--- config.mk ---
export PLATFORM = sky130hd
export DESIGN_NAME = countdown_timer
export DESIGN_NICKNAME = d
export VERILOG_FILES = /design/src/rtl/countdown_timer.sv
export SDC_FILE = /design/constraint.sdc
export NUM_CORES = 1
export LEC_CHECK = 0
export ABC_AREA = 1
export BUFFER_PORTS_ARGS = -buffer_cell sky130_fd_sc_hd__buf_2
export CORE_ASPECT_RATIO = 0.7
export CORE_MARGIN = 2
export CORE_UTILIZATION = 53
export CTS_CLUSTER_DIAMETER = 100
export DETAILED_ROUTE_END_ITERATION = 6
export PLACE_DENSITY = 0.72
export SLEW_MARGIN = 25
export SYNTH_ARGS = -nofsm -noshare
export SYNTH_HDL_FRONTEND = slang
export SYNTH_SLANG_ARGS = --single-unit
--- constraint.sdc ---
create_clock -name clk -period 2.8 [get_ports clk]
set_input_delay 0.56 -clock clk [delete_from_list [all_inputs] [get_ports clk]]
set_output_delay 0.56 -clock clk [all_outputs]
set_load 0.03 [all_outputs]
--- src/rtl/countdown_timer.sv ---
// Countdown timer mode for the digital watch: mm:ss preset entry, 1 Hz countdown
// derived from clk, and a timed alarm that restores the preset on expiry or acknowledge.
module countdown_timer #(
    parameter int unsigned TICK       = 50_000_000,
    parameter int unsigned ALARM_SECS = 10,
    parameter int unsigned MAX_MINS   = 59
) (
    input  logic       clk,
    input  logic       reset,
    input  logic       start_stop,
    input  logic       clear,
    input  logic       inc_min,
    input  logic       inc_sec,
    output logic [5:0] mins,
    output logic [5:0] secs,
    output logic       running,
    output logic       alarm
);

    localparam int unsigned PW = $clog2(TICK);
    localparam int unsigned AW = (ALARM_SECS < 2) ? 1 : $clog2(ALARM_SECS);
    localparam logic [PW-1:0] PRESC_LAST = PW'(TICK - 1);
    localparam logic [AW-1:0] ALARM_LAST = AW'(ALARM_SECS - 1);
    localparam logic [5:0]    MAX_M      = 6'(MAX_MINS);

    typedef enum logic [1:0] {S_IDLE, S_RUN, S_PAUSE, S_ALARM} state_e;

    state_e        state_q, state_d;
    logic [5:0]    mins_q, mins_d;
    logic [5:0]    secs_q, secs_d;
    logic [11:0]   preset_q, preset_d;
    logic [PW-1:0] presc_q, presc_d;
    logic [AW-1:0] acnt_q, acnt_d;
    logic          running_q, running_d;
    logic          alarm_q, alarm_d;

    logic          tick;
    logic          is_zero;
    logic [5:0]    mins_inc, secs_inc;

    always_ff @(posedge clk or negedge reset) begin
        if (!reset) begin
            state_q   <= S_IDLE;
            mins_q    <= '0;
            secs_q    <= '0;
            preset_q  <= '0;
            presc_q   <= '0;
            acnt_q    <= '0;
            running_q <= 1'b0;
            alarm_q   <= 1'b0;
        end else begin
            state_q   <= state_d;
            mins_q    <= mins_d;
            secs_q    <= secs_d;
            preset_q  <= preset_d;
            presc_q   <= presc_d;
            acnt_q    <= acnt_d;
            running_q <= running_d;
            alarm_q   <= alarm_d;
        end
    end

    always_comb begin
        state_d  = state_q;
        mins_d   = mins_q;
        secs_d   = secs_q;
        preset_d = preset_q;
        presc_d  = presc_q;
        acnt_d   = acnt_q;
        tick     = (presc_q == PRESC_LAST);
        is_zero  = (mins_q == 6'd0) && (secs_q == 6'd0);
        mins_inc = (mins_q >= MAX_M) ? 6'd0 : mins_q + 6'd1;
        secs_inc = (secs_q >= 6'd59) ? 6'd0 : secs_q + 6'd1;

        if (clear) begin
            state_d  = S_IDLE;
            mins_d   = '0;
            secs_d   = '0;
            preset_d = '0;
            presc_d  = '0;
            acnt_d   = '0;
        end else begin
            case (state_q)
                S_IDLE, S_PAUSE: begin
                    // A valid start/resume takes the cycle; field edits apply otherwise.
                    if (start_stop && !is_zero) begin
                        state_d = S_RUN;
                        if (state_q == S_IDLE) begin
                            preset_d = {mins_q, secs_q};
                            presc_d  = '0;
                        end
                    end else begin
                        if (inc_min) mins_d = mins_inc;
                        if (inc_sec) secs_d = secs_inc;
                    end
                end
                S_RUN: begin
                    presc_d = tick ? '0 : presc_q + 1'b1;
                    if (tick) begin
                        if (secs_q != 6'd0) begin
                            secs_d = secs_q - 6'd1;
                        end else if (mins_q != 6'd0) begin
                            mins_d = mins_q - 6'd1;
                            secs_d = 6'd59;
                        end
                    end
                    // Pause beats expiry when both land in the same cycle.
                    if (start_stop) begin
                        state_d = S_PAUSE;
                    end else if (tick && mins_d == 6'd0 && secs_d == 6'd0) begin
                        state_d = S_ALARM;
                        acnt_d  = '0;
                    end
                end
                S_ALARM: begin
                    presc_d = tick ? '0 : presc_q + 1'b1;
                    if (start_stop || (tick && acnt_q == ALARM_LAST)) begin
                        state_d          = S_IDLE;
                        {mins_d, secs_d} = preset_q;
                        acnt_d           = '0;
                    end else if (tick) begin
                        acnt_d = acnt_q + 1'b1;
                    end
                end
                default: state_d = S_IDLE;
            endcase
        end
    end

    always_comb begin
        running_d = (state_d == S_RUN);
        alarm_d   = (state_d == S_ALARM);
    end

    assign mins    = mins_q;
    assign secs    = secs_q;
    assign running = running_q;
    assign alarm   = alarm_q;

endmodule

# Yosys cells after proc, flatten, opt, wreduce, memory -nomap -nowiden
# Cells that the tools add are included.
word_totals:
  ff_bits: 58
  in_bits: 6
  output_inout_bits: 14
  word_cells: 100
op_classes:
  add_sub_neg: 6
  n_lt_le_gt_ge: 2
  n_eq_ne: 16
  mux: 43
  reduce_logical: 25
op_table:
  columns: ["cell", "count"]
  rows:
  - ["two-way mux 6 bit", 20]
  - ["two-way mux 26 bit", 4]
  - ["one-hot mux 26 bit (2 select lines)", 1]
  - ["two-way mux 12 bit", 4]
  - ["one-hot mux 6 bit (3 select lines)", 2]
  - ["adder 26 x 1 -> 26 bit (second input constant)", 1]
  - ["equality test 26 bit (second input constant)", 1]
  - ["logical NOT 6 bit", 4]
  - ["inequality test 3 bit (second input constant)", 8]
  - ["two-way mux 4 bit", 5]
  - ["adder 6 x 1 -> 6 bit (second input constant)", 2]
  - ["greater-or-equal comparator 6 bit (second input constant)", 2]
  - ["nonzero test 6 bit", 2]
  - ["subtractor 6 x 1 -> 6 bit (second input constant)", 2]
  - ["two-way mux 2 bit", 5]
  - ["AND reduction 3 bit", 3]
  - ["one-hot mux 4 bit (2 select lines)", 1]
  - ["equality test 2 bit (second input constant)", 3]
  - ["one-hot mux 2 bit (3 select lines)", 1]
  - ["nonzero test 2 bit", 3]
  - ["logical AND 1 bit", 5]
  - ["adder 4 x 1 -> 4 bit (second input constant)", 1]
  - ["equality test 2 x 1 -> 1 bit (second input constant)", 2]
  - ["equality test 4 bit (second input constant)", 1]
  - ["other kinds (8)", 9]

# Depth between registers and ports, before layout
# Gate-level depths: netlist (run 1).
depth:
  word_depth: 14
  mapped_depth: 20
  depth_no_buf: 19

# Worst setup path before layout (run 1)
# No wires, ideal clock.
synth_path:
  path_type: "flip-flop to flip-flop"
  from: "reg mins_q[1], in the netlist mins[1]"
  to: "reg presc_q[21]"
  setup_ns: 0.118
  arrival_ns: 2.269
  required_time_ns: 2.682
  slack_ns: 0.413
  stages_incl_launch_ff: 18
  path_buffers: 1
  period_less_slack_ns: 2.387
  path_cell_list: "dfrtp_1 > clkbuf_1 > inv_1 > ha_1 > inv_1 > nor2_1 > nand3_2 > nor2_2 > nor2_4 > nand3_4 > nand2_8 > nand2_2 > nor2_2 > nand3_2 > nor2_1 > nand2_1 > nand2_1 > nor2_1"
synth_between:
  elab_chain_cells: 6
synth_lines:
  columns: ["element", "line", "source"]
  rows:
  - ["from (decl)", "29", "logic [5:0] mins_q, mins_d;"]
  - ["from (signal assigned)", "53", "mins_q <= mins_d;"]
  - ["logical NOT 6 bit", "71", "is_zero = (mins_q == 6'd0) && (secs_q == 6'd0);"]
  - ["logical AND 1 bit", "71", null]
  - ["logical NOT 1 bit", "86", "if (start_stop && !is_zero) begin"]
  - ["logical AND 1 bit", "86", null]
  - ["inequality test 3 bit (no source line)", null, null]
  - ["AND reduction 2 bit (no source line)", null, null]
  - ["to (signal assigned)", "56", "presc_q <= presc_d;"]
  - ["to (decl)", "32", "logic [PW-1:0] presc_q, presc_d;"]
# Every way passes these cells.
# A chain may end at the register's enable or synchronous reset.

# Worst setup path after layout (run 1)
layout_path:
  from: "reg mins_q[0], in the netlist mins[0]"
  to: "reg acnt_q[1]"
layout_between:
  elab_chain_cells: 11
  elab_cells_between_ends: 18
  classes_between: "add/sub: 1; eq/ne: 1; mux: 10; reduce/logical: 6"
layout_lines:
  columns: ["element", "line", "source"]
  rows:
  - ["subtractor 6 x 1 -> 6 bit / nonzero test 6 bit (equally long branches)", "103, 102", null]
  - ["two-way mux 6 bit", "102", "end else if (mins_q != 6'd0) begin"]
  - ["two-way mux 6 bit", "100", "if (secs_q != 6'd0) begin"]
  - ["two-way mux 6 bit", "99", "if (tick) begin"]
  - ["two-way mux 6 bit", "83", "case (state_q)"]
  - ["two-way mux 6 bit", "75", "if (clear) begin"]
  - ["logical NOT 6 bit", "110", "end else if (tick && mins_d == 6'd0 && secs_d == 6'd0) begin"]
  - ["logical AND 1 bit", "110", null]
  - ["logical AND 1 bit *", "110", null]
  - ["inequality test 3 bit (no source line) *", null, null]
  - ["AND reduction 4 bit (no source line) *", null, null]
  - ["to (signal assigned)", "57", "acnt_q <= acnt_d;"]
  - ["to (decl)", "33", "logic [AW-1:0] acnt_q, acnt_d;"]
# Every way passes the cells marked *; elsewhere a longest branch is shown, timed or not. The select of a mux whose other input is x is not followed.

==> out/qor.yml, run 1 <==
status: "finished, final reports clean"
design_area_um2: 4562
switching_share_pct: 46.03
drc: 0
synth_edf_count: 0
yosysSeqAreaShare_pct: 35.07
vias: 4186
syn_area_per_cell_um2: 7.087
seqPwrFrac_pct: 29.8
slew_headroom_pct: 59.52
hp-class: "primary input to asynchronous set/reset pin"
cts_made_buffers: 9
clock_latency_ns: 0.35
clk_pin_slew_worst_paths_ns: 0.07
crit_fanout: 9
grt_max_degree: 25
io_buffers: 19
worst_ep_arrival_time_ns: 2.79
netSwitchingPower_mw: 1.630
layout-drive-gt1-share_pct: 16.59
cts-root-buf: "clkbuf_8"
antenna_found_initial: 0
final_common_cell: "nand2_1"
place_area_um2: 4362
initial_core_util_pct: 55.80
path_class: "register to register"
syn-cell-area_um2: 4139
ys_types: 45
async_flop_share_pct: 100.0
first_pass_iters: 5
ios: 20
synthTopCellsByArea: "dfrtp_1, nand2_1, nor2_1"
p_per_area_nw_per_um2: 776.4
grt_pass1_vias: 3916
dp_hpwl_um: 8870
holdBufCountCts: 0
die_w_um: 109.6
finalHoldViolations: 0
nFillCells: 730
hold_slack_ns: 0.1245
fin_crit_sh_pct: 91.48
coreArea_um2: 7417
internal_power_mw: 1.911
fp.dieH_um: 77.94
rsz0062_at_grt: "no"
syn_nets: 598
yosysTopAreaCellShare_pct: 35.07
dp_slack_ns: 0.2063
viasPerCell: 5.871
most-common-layout-cells: "nand2_1, dfrtp_1, inv_1, nor2_1, nand3_1"
multi_input_area_um2: 2344
antenna_left: 0
grt_util_met3_pct: 8.403
antenna_cells: 0
max_freq_ghz: 0.3904
tightest_slew_ns: 0.6055
yosysTopAreaCell: "dfrtp_1"
comb_power_share_pct: 48.0
vdd_ir_drop_max_mv: 0.4147
cts_setup_buffers: 0
dominantRegCellSynth: "dfrtp_1"
grt.overflow.total: 0
rows: 26
start_kind: "register"
syn_inst: 584
final_nets: 625
setup_viol: 0
cts_buffer_depth: 2
worstSetupEndpointType: "register"
cap_violations: 0
synth-seq-cells: 58
met2_usage_pct: 39.26
fin_ws_ns: 0.2387
p_leak_nw: 2.049
seq_area_um2: 1451
busiest_layer: "met1"
period_needed_ns: 2.561
routed_wl_um: 11690
power.share.clock_pct: 22.3
dieArea_um2: 8544
slew_violations: 0
crit_required_ns: 3.03
wire_per_inst_um: 16.40
htree_levels: 3
fin_worst_skew_ns: 0.008156
numClockSinks: 58
cts_tree: "yes"
ys.warnings.count: 0
area_growth_pct: 10.22
tns_ns: 0
grt.met1_usage_pct: 46.70
drt_iter0_markers: 418
gp_congestion: 0.9791
gr-usage-all-layers_pct: 29.63
grt_pass1_wl_um: 19490
[Yosys cell counts (all sizes together), types with 2 or more instances]
cell / count
nand2: 165
nor2: 73
inv: 61
dfrtp: 58
o21ai: 50
nand3: 45
a21oi: 31
nand4: 14
buf: 12
nor3: 12
ha: 8
o22ai: 8
clkbuf: 6
xor2: 6
a221oi: 4
clkinv: 4
nor4: 4
a211oi: 3
o221ai: 3
o211ai: 2
o311ai: 2
o31ai: 2
o41ai: 2
or2: 2
[power by group through the flow]
stage | logic, mW | clock network, mW | registers (mW)
2_1_floorplan | 1.09 | 0 | 1.17
3_3_place_gp | 1.62 | 0 | 1.06
3_5_place_dp | 1.64 | 0 | 1.07
4_1_cts | 1.65 | 0.793 | 1.05
5_1_grt | 1.90 | 0.840 | 1.07
6_report | 1.70 | 0.788 | 1.05
[flip-flops by register name, indices dropped and copies added, names as in the netlist]
signal	cells
running	1
state_q	2
secs	6
presc_q	26
mins	6
acnt_q	4
alarm	1
preset_q	12
[final cells by class]
| cell class | count | share of cell area, % |
|---|---|---|
| repair buffers | 34 | 4.553 |
| multi-input cells | 443 | 51.37 |
| inverters | 65 | 5.348 |
| clock inverters | 5 | 1.207 |
| flip-flops and latches | 58 | 31.82 |
| clock buffers | 10 | 3.017 |
| well taps | 98 | 2.688 |
[metal layers]
metal,vias up,routed length [um]
li1,2002,-
met1,1947,5724
met2,222,4467
met3,15,1391
met4,0,110
met5,-,0
[worst paths after layout]
kind	from	endpoint	slack (ns)	depth (start not counted)
worst max-delay path	mins[0]	acnt_q[1]	0.24	15
worst min-delay path	reset	presc_q[22]	0.12	1
worst max register to register	mins[0]	acnt_q[1]	0.24	15
worst min register to register	presc_q[22]	presc_q[22]	0.47	1
max in group asynchronous	reset	acnt_q[0]	2.03	2
min in group clk	presc_q[22]	presc_q[22]	0.47	1
[per-stage QoR]
step | util (%) | instances | power [mW]
floorplan | - | 584 | 2.257
global placement | 58.81 | 698 | 2.680
CTS | 61.40 | 713 | 3.497
detailed placement | 58.81 | 698 | 2.703
finish | 61.50 | 713 | 3.542
global route | 61.50 | 713 | 3.806
[worst max-delay path: stages, from the launching register on]
cell and delay, ns:
dfrtp_1 0.46, inv_1 0.19, ha_1 0.23, nand2_1 0.08
nor2_1 0.26, nand2_1 0.15, nand4_1 0.16, nor2_1 0.11
nor2_1 0.13, nand3_2 0.07, nor2_1 0.17, nand2_2 0.12
nand2_4 0.10, nand2_4 0.06, nand2_1 0.08, nand2_1 0.05
[kinds of logic (layout without fill, tap and decap cells)]
family,after synthesis,after routing,share of synthesized area [%]
buf+inv,83,114,8.494
compound gates,112,112,15.63
xor+xnor,7,7,1.481
simple gates,316,316,36.91
fa+ha+maj,8,8,2.418
flops,58,58,35.07
[what timing repair did]
item,in CTS,in global routing
resized for setup,0,2
endpoints found under the setup margin,0,10
hold endpoints to repair,0,0
Power figures use the tool's default switching activity.
==> run 2: changes to the inputs <==
--- a/config.mk
+++ b/config.mk
@@ -5,14 +5,15 @@
 export SDC_FILE = /design/constraint.sdc
 export NUM_CORES = 1
 export LEC_CHECK = 0
-export ABC_AREA = 1
 export BUFFER_PORTS_ARGS = -buffer_cell sky130_fd_sc_hd__buf_2
 export CORE_ASPECT_RATIO = 0.7
 export CORE_MARGIN = 2
 export CORE_UTILIZATION = 53
 export CTS_CLUSTER_DIAMETER = 100
 export DETAILED_ROUTE_END_ITERATION = 6
-export PLACE_DENSITY = 0.72
+export PLACE_DENSITY = 0.73
+export RECOVER_POWER = 25
+export SETUP_SLACK_MARGIN = 0.2
 export SLEW_MARGIN = 25
 export SYNTH_ARGS = -nofsm -noshare
 export SYNTH_HDL_FRONTEND = slang
==> run 2 against run 1 <==
The run now ends with capacitance limit, slew limit, setup timing left. Largest power group unchanged. Clock power fell by 12%. Total power fell by 7.4%. Non-clock buffer count rose by 43. Clock skew rose by 0.0044 ns. Synthesized area fell by 6.8%. Maximum frequency fell by 10%. Clock-buffer cell count rose by 3. Die area fell by 6.5%. Core utilization rose by 9.8 points. Critical path depth fell by 7. Design area rose by 8.0%.
==> out/qor.yml, run 2 <==
status: "complete, but fails checks"
violations: "capacitance limit, slew limit, setup timing"
largestRegisters: "presc_q x26, preset_q x12"
max_freq_ghz: 0.3509  # -10%
seqPwrFrac_pct: 29.8  # about the same
slew_violations: 29  # +29
area_growth_pct: 27.73
worstSetupEndpointType: "register"
grt_pass1_vias: 3703  # -5.4%
gp_congestion: 0.9765  # -0.27%
r2r_slack_ns: -0.05  # -0.29 ns
slowest_stage: "or4_4"
io_buffers: 19  # unchanged
cap_violations: 1  # +1
cts-root-buf: "clkbuf_8"
yosysMostFrequentCell: "dfrtp_1"
grt_max_degree: 31  # +24%
grt.overflow.total: 0  # unchanged
fin_worst_skew_ns: 0.01255  # +0.004395 ns
reg2reg_depth: 8  # -7
power.share.clock_pct: 21.3  # -1.0 points
crit_chain: "or4b_4 > or4_4 > nor3_4 > mux2_4 > nor4_4 > buf_4 > a21o_2 > a41oi_1"
ios: 20  # unchanged
switching_share_pct: 42.79  # -3.2 points
finalHoldViolations: 0  # unchanged
syn_area_per_cell_um2: 8.572  # +21%
p_per_area_nw_per_um2: 665.3  # -14%
wire_per_inst_um: 19.58  # +19%
worstHoldEndpoint: "preset_q[4]"
syn_nets: 464  # -22%
ys.warnings.count: 0  # unchanged
max_flop_register: "presc_q"
crit_fanout: 6  # -3
drt_iter0_markers: 370  # -11%
nFillCells: 532  # -27%
largest_register_ffs: 26  # unchanged
synth_edf_count: 0  # unchanged
final_core_util_pct: 71.28  # +9.8 points
syn-cell-area_um2: 3857  # -6.8%
htree_levels: 3  # unchanged
layout-drive-gt1-share_pct: 28.82  # +12 points
p_leak_nw: 2.083  # +1.7%
yosysSeqAreaShare_pct: 37.63  # +2.6 points
hold_depth: 2
drc: 0  # unchanged
start_kind: "register"
gr-usage-all-layers_pct: 32.03  # +2.4 points
antenna_left: 0  # unchanged
viasPerCell: 6.458  # +10%
path_class: "register to register"
dp_hpwl_um: 8245  # -7.1%
yosysTopAreaCellShare_pct: 37.63  # +2.6 points
ys_types: 67  # +49%
fin_crit_sh_pct: 101.8  # +10 points
vias: 3946  # -5.7%
dieArea_um2: 7987  # -6.5%
comb_power_share_pct: 48.9  # +0.9 points
fp.dieH_um: 75.38  # -3.3%
most-common-layout-cells: "dfrtp_1, buf_4, nor2_1"
max_stage_delay_ns: 0.64  # +0.18 ns
async_flop_share_pct: 100.0  # unchanged
internal_power_mw: 1.875  # -1.9%
timing.rr.end: "acnt_q[3]"
power_mw: 3.278  # -7.4%
dominantRegCellSynth: "dfrtp_1"
min_from: "preset_q[4]"
tightest_slew_ns: 1.686  # +1.081 ns
clock_latency_ns: 0.35  # about the same
cts_made_buffers: 9  # unchanged
first_pass_iters: 5  # unchanged
final_nets: 527  # -16%
netSwitchingPower_mw: 1.403  # -14%
yosysTopAreaCell: "dfrtp_1"
routed_wl_um: 11960  # +2.3%
synthTopCellsByCount: "dfrtp_1, nor2_1, nand2_1"
fin_ws_ns: -0.04988  # -0.2886 ns
numClockSinks: 58  # unchanged
rows: 25  # -3.8%
period_needed_ns: 2.850  # +0.2886 ns
holdBufCountCts: 0  # unchanged
grt_pass1_wl_um: 19290  # -1.0%
synth-seq-cells: 58  # unchanged
crit_required_ns: 3.00  # -0.03 ns
initial_core_util_pct: 55.80  # about the same
die_w_um: 106.0  # -3.3%
antenna_found_initial: 0  # unchanged
worst_ep_arrival_time_ns: 3.05  # +0.26 ns
syn_inst: 450  # -23%
cts_tree: "yes"
timing.rr.start: "presc_q[7]"
final_common_cell: "dfrtp_1"
synthTopCellsByArea: "dfrtp_1, nor2_1, o21ai_0"
hp-class: "register to register"
setup_viol: 6  # +6
clk_pin_slew_worst_paths_ns: 0.06  # about the same
vdd_ir_drop_max_mv: 0.4779  # +15%
antenna_cells: 0  # unchanged
coreArea_um2: 6913  # -6.8%
slew_headroom_pct: -12.42  # -72 points
rsz0062_at_grt: "yes"
cts_buffer_depth: 2  # unchanged
run 2: power groups by stage:
stage          clock network [mW]  registers, mW  logic, mW
2_1_floorplan                   0           1.08      0.831
3_3_place_gp                    0          0.987       1.40
3_5_place_dp                    0          0.990       1.40
4_1_cts                     0.707          0.977       1.45
5_1_grt                     0.744          0.990       1.72
6_report                    0.697          0.978       1.60
run 2: cell families (layout without fill, tap and decap cells):
logic type	count (synthesis)	in the layout	synth area share, %
simple gates	190	190	25.95
mux	17	17	4.508
compound gates	121	122	21.60
fa+ha+maj	8	8	2.595
flops	58	58	37.63
xor+xnor	15	15	3.406
buf+inv	41	107	4.314
run 2: what timing repair did:
action | CTS | global route
cloned | 1 | 0
resized for setup | 17 | 29
buffers inserted | 10 | 8
pin swaps | 7 | 25
setup endpoints to repair | 20 | 45
run 2: final cells by class:
type                            instances  area [um^2]  area share, %
Multi-Input combinational cell        352         2566          52.08
Sequential cell                        58         1454          29.51
Timing Repair Buffer                   77        561.8          11.40
Clock buffer                           13        158.9          3.225
Tap cell                               94        117.6          2.387
Inverter                               15        56.30          1.143
Clock inverter                          2        12.51         0.2539
run 2: worst max-delay path, delay by kind of cell (launching register included):
| family | cells | cell delay (ns) |
|---|---|---|
| AND/OR/NAND/NOR | 4 | 1.49 |
| multiplexers | 1 | 0.34 |
| buffers and inverters | 1 | 0.19 |
| AO/OA/AOI/OAI | 2 | 0.28 |
| flip-flops | 1 | 0.40 |
run 2: stage by stage:
| stage | TNS (ns) | setup WS [ns] | instance area (um^2) | hold slack [ns] | instances |
|---|---|---|---|---|---|
| after detailed placement | -0.01325 | -0.01325 | 4383 | 0.5114 | 577 |
| final | -0.1281 | -0.04988 | 4927 | 0.5204 | 611 |
| after floorplan | 0 | 0.1265 | 3968 | 0.2644 | 450 |
| after global placement | 0 | 0.03712 | 4383 | 0.5011 | 577 |
| after CTS | 0 | 0.02303 | 4712 | 0.2647 | 603 |
| after global routing | -1.041 | -0.1270 | 4927 | 0.5409 | 611 |
run 2: worst max-delay path by stage:
stage | from | slack, ns | endpoint | depth (start not counted)
after floorplan | presc_q[11] | 0.13 | acnt_q[3] | 8
after global placement | presc_q[11] | 0.04 | acnt_q[3] | 7
after detailed placement | presc_q[11] | -0.01 | acnt_q[3] | 7
after CTS | presc_q[9] | 0.02 | acnt_q[3] | 7
after global routing | presc_q[7] | -0.13 | acnt_q[3] | 8
final | presc_q[7] | -0.05 | acnt_q[3] | 8
run 2: per-layer routing:
metal  wire, um  up-vias  track usage (%)
li1           -     1784                -
met1       5383     1921            45.79
met2       5032      216            45.73
met3       1313       25            11.72
met4        232        0            9.649
met5          0        -                0
==> run 3: changes to the inputs <==
--- a/config.mk
+++ b/config.mk
@@ -11,7 +11,7 @@
 export CORE_UTILIZATION = 53
 export CTS_CLUSTER_DIAMETER = 100
 export DETAILED_ROUTE_END_ITERATION = 6
-export PLACE_DENSITY = 0.73
+export PLACE_DENSITY = 0.75
 export RECOVER_POWER = 25
 export SETUP_SLACK_MARGIN = 0.2
 export SLEW_MARGIN = 25
==> constraint.sdc (replaced) <==
create_clock -name clk -period 2.3 [get_ports clk]
set_input_delay 0.46 -clock clk [delete_from_list [all_inputs] [get_ports clk]]
set_output_delay 0.46 -clock clk [all_outputs]
set_load 0.03 [all_outputs]
==> run 3 against run 2 <==
The run ends with setup timing left. Hold slack worse by 0.22 ns. Non-clock buffer count grew 61. Routed wire length increased by 14%. Flip-flop and latch count is the same. Sequential power up 21%. First-iteration DRC count up 30%. Design area is 12% higher. Clock-buffer cell count unchanged.
==> out/qor.yml, run 3 (synthesis gave the netlist of run 2 again) <==
dieArea_um2: 7987  # unchanged
fp.dieH_um: 75.38  # unchanged
first_pass_iters: 5  # unchanged
hold_slack_ns: 0.2977  # -0.2227 ns
max_freq_ghz: 0.3490  # -0.54%
slew_violations: 0  # -100%
area_growth_pct: 42.91
grt_pass1_wl_um: 20440  # +6.0%
cts_tree: "yes"
dpl.cell_count: 637  # +10%
max_flop_register: "presc_q"
dp_slack_ns: -0.4547  # -0.4415 ns
antenna_left: 0  # unchanged
clk_pin_slew_worst_paths_ns: 0.07  # about the same
coreArea_um2: 6913  # unchanged
fin_crit_sh_pct: 124.6  # +23 points
gr-usage-all-layers_pct: 33.43  # +1.4 points
slowest_stage: "or4_4"
largest_register_ffs: 26  # unchanged
fin_ws_ns: -0.5653  # -0.5154 ns
tightest_slew_ns: 1.105  # -0.5811 ns
cap_violations: 0  # -1
dp_hpwl_um: 8738  # +6.0%
gp_congestion: 1.018  # +4.3%
grt_max_degree: 37  # +19%
design_area_um2: 5513  # +12%
power_mw: 4.477  # +37%
drc: 0  # unchanged
antenna_cells: 0  # unchanged
p_per_area_nw_per_um2: 812.1  # +22%
routed_wl_um: 13650  # +14%
tns_ns: -15.48  # -15.36 ns
violations: "setup timing"
grt_pass1_vias: 3988  # +7.7%
antenna_found_initial: 0  # unchanged
viasPerCell: 6.486  # +0.43%
grt.overflow.total: 0  # unchanged
cp_common_cell: "or4_4"
max_stage_delay_ns: 0.64  # about the same
start_kind: "register"
layout-drive-gt1-share_pct: 37.82  # +9.0 points
final_common_cell: "buf_4"
setup_viol: 43  # +37
most-common-layout-cells: "buf_4, dfrtp_1, nor2_1"
rows: 25  # unchanged
place_area_um2: 4895  # +12%
die_w_um: 106.0  # unchanged
htree_levels: 3  # unchanged
p_leak_nw: 2.469  # +19%
crit_required_ns: 2.48  # -0.52 ns
rsz0062_at_grt: "yes"
final_core_util_pct: 79.75  # +8.5 points
initial_core_util_pct: 55.80  # unchanged
vdd_ir_drop_max_mv: 0.4703  # -1.6%
clock_latency_ns: 0.34  # about the same
finalNonFillerCells: 673  # +10%
crit_chain: "or4_4 > or4_4 > nor3_4 > mux2_4 > buf_4 > nand2b_4 > o211ai_1 > o311ai_1"
period_needed_ns: 2.865  # +0.01540 ns
hp-class: "primary input to asynchronous set/reset pin"
ios: 20  # unchanged
status: "complete, but fails checks"
final_nets: 588  # +12%
worstSetupEndpointType: "register"
wire_per_inst_um: 20.29  # +3.6%
largestRegisters: "presc_q x26, preset_q x12"
worst_ep_arrival_time_ns: 3.05  # about the same
path_class: "register to register"
crit_fanout: 6  # unchanged
drt_iter0_markers: 481  # +30%
finalHoldViolations: 0  # unchanged
vias: 4365  # +11%
slew_headroom_pct: 26.32  # +39 points
fin_worst_skew_ns: 0.008260  # -0.004292 ns
cts_buffer_depth: 2  # unchanged
io_buffers: 19  # unchanged
cts_made_buffers: 9  # unchanged
numClockSinks: 58  # unchanged
cts-root-buf: "clkbuf_8"
-- run 3: layout make-up --
cell class | count | area (um^2)
multi-input cells | 352 | 2626
inverters | 15 | 56.30
well taps | 94 | 117.6
flip-flops and latches | 58 | 1456
clock buffers | 13 | 158.9
repair buffers | 138 | 1082
clock inverters | 3 | 15.01
fillers | 431 | 1400
-- run 3: power by group --
group | leakage [nW] | switching (mW) | total (mW) | internal (mW)
registers | 0.793 | 0.0723 | 1.18 | 1.11
logic | 1.58 | 1.37 | 2.43 | 1.06
clock network | 0.0932 | 0.418 | 0.863 | 0.445
-- run 3: final timing paths --
| check | end | depth (start not counted) | slack, ns | startpoint |
|---|---|---|---|---|
| worst min register to register | preset_q[4] | 2 | 0.52 | preset_q[4] |
| min in group clk | preset_q[4] | 2 | 0.52 | preset_q[4] |
| worst min-delay path | preset_q[8] | 1 | 0.30 | reset |
| worst max-delay path | mins[3] | 8 | -0.57 | presc_q[16] |
| worst max register to register | mins[3] | 8 | -0.57 | presc_q[16] |
| max in group asynchronous | alarm | 2 | 1.10 | reset |
-- run 3: worst max-delay path, delay by kind of cell (launching register included) --
kind            cells  cell delay, ns
compound gates      2            0.37
buf+inv             1            0.14
flops               1            0.38
mux                 1            0.34
simple gates        4            1.47
-- run 3: timing repair --
action | 4_1_cts | 5_1_grt
hold buffers | 0 | 0
buffers inserted | 9 | 10
cloned | 1 | 0
setup endpoints to repair | 57 | 57
resized for setup | 40 | 22
pin swaps | 16 | 8
-- run 3: metal layers --
| layer | wire (um) | track usage (%) |
|---|---|---|
| met2 | 6192 | 52.54 |
| met5 | 0 | 0 |
| met1 | 5720 | 46.10 |
| met4 | 448 | 11.84 |
| met3 | 1292 | 8.212 |
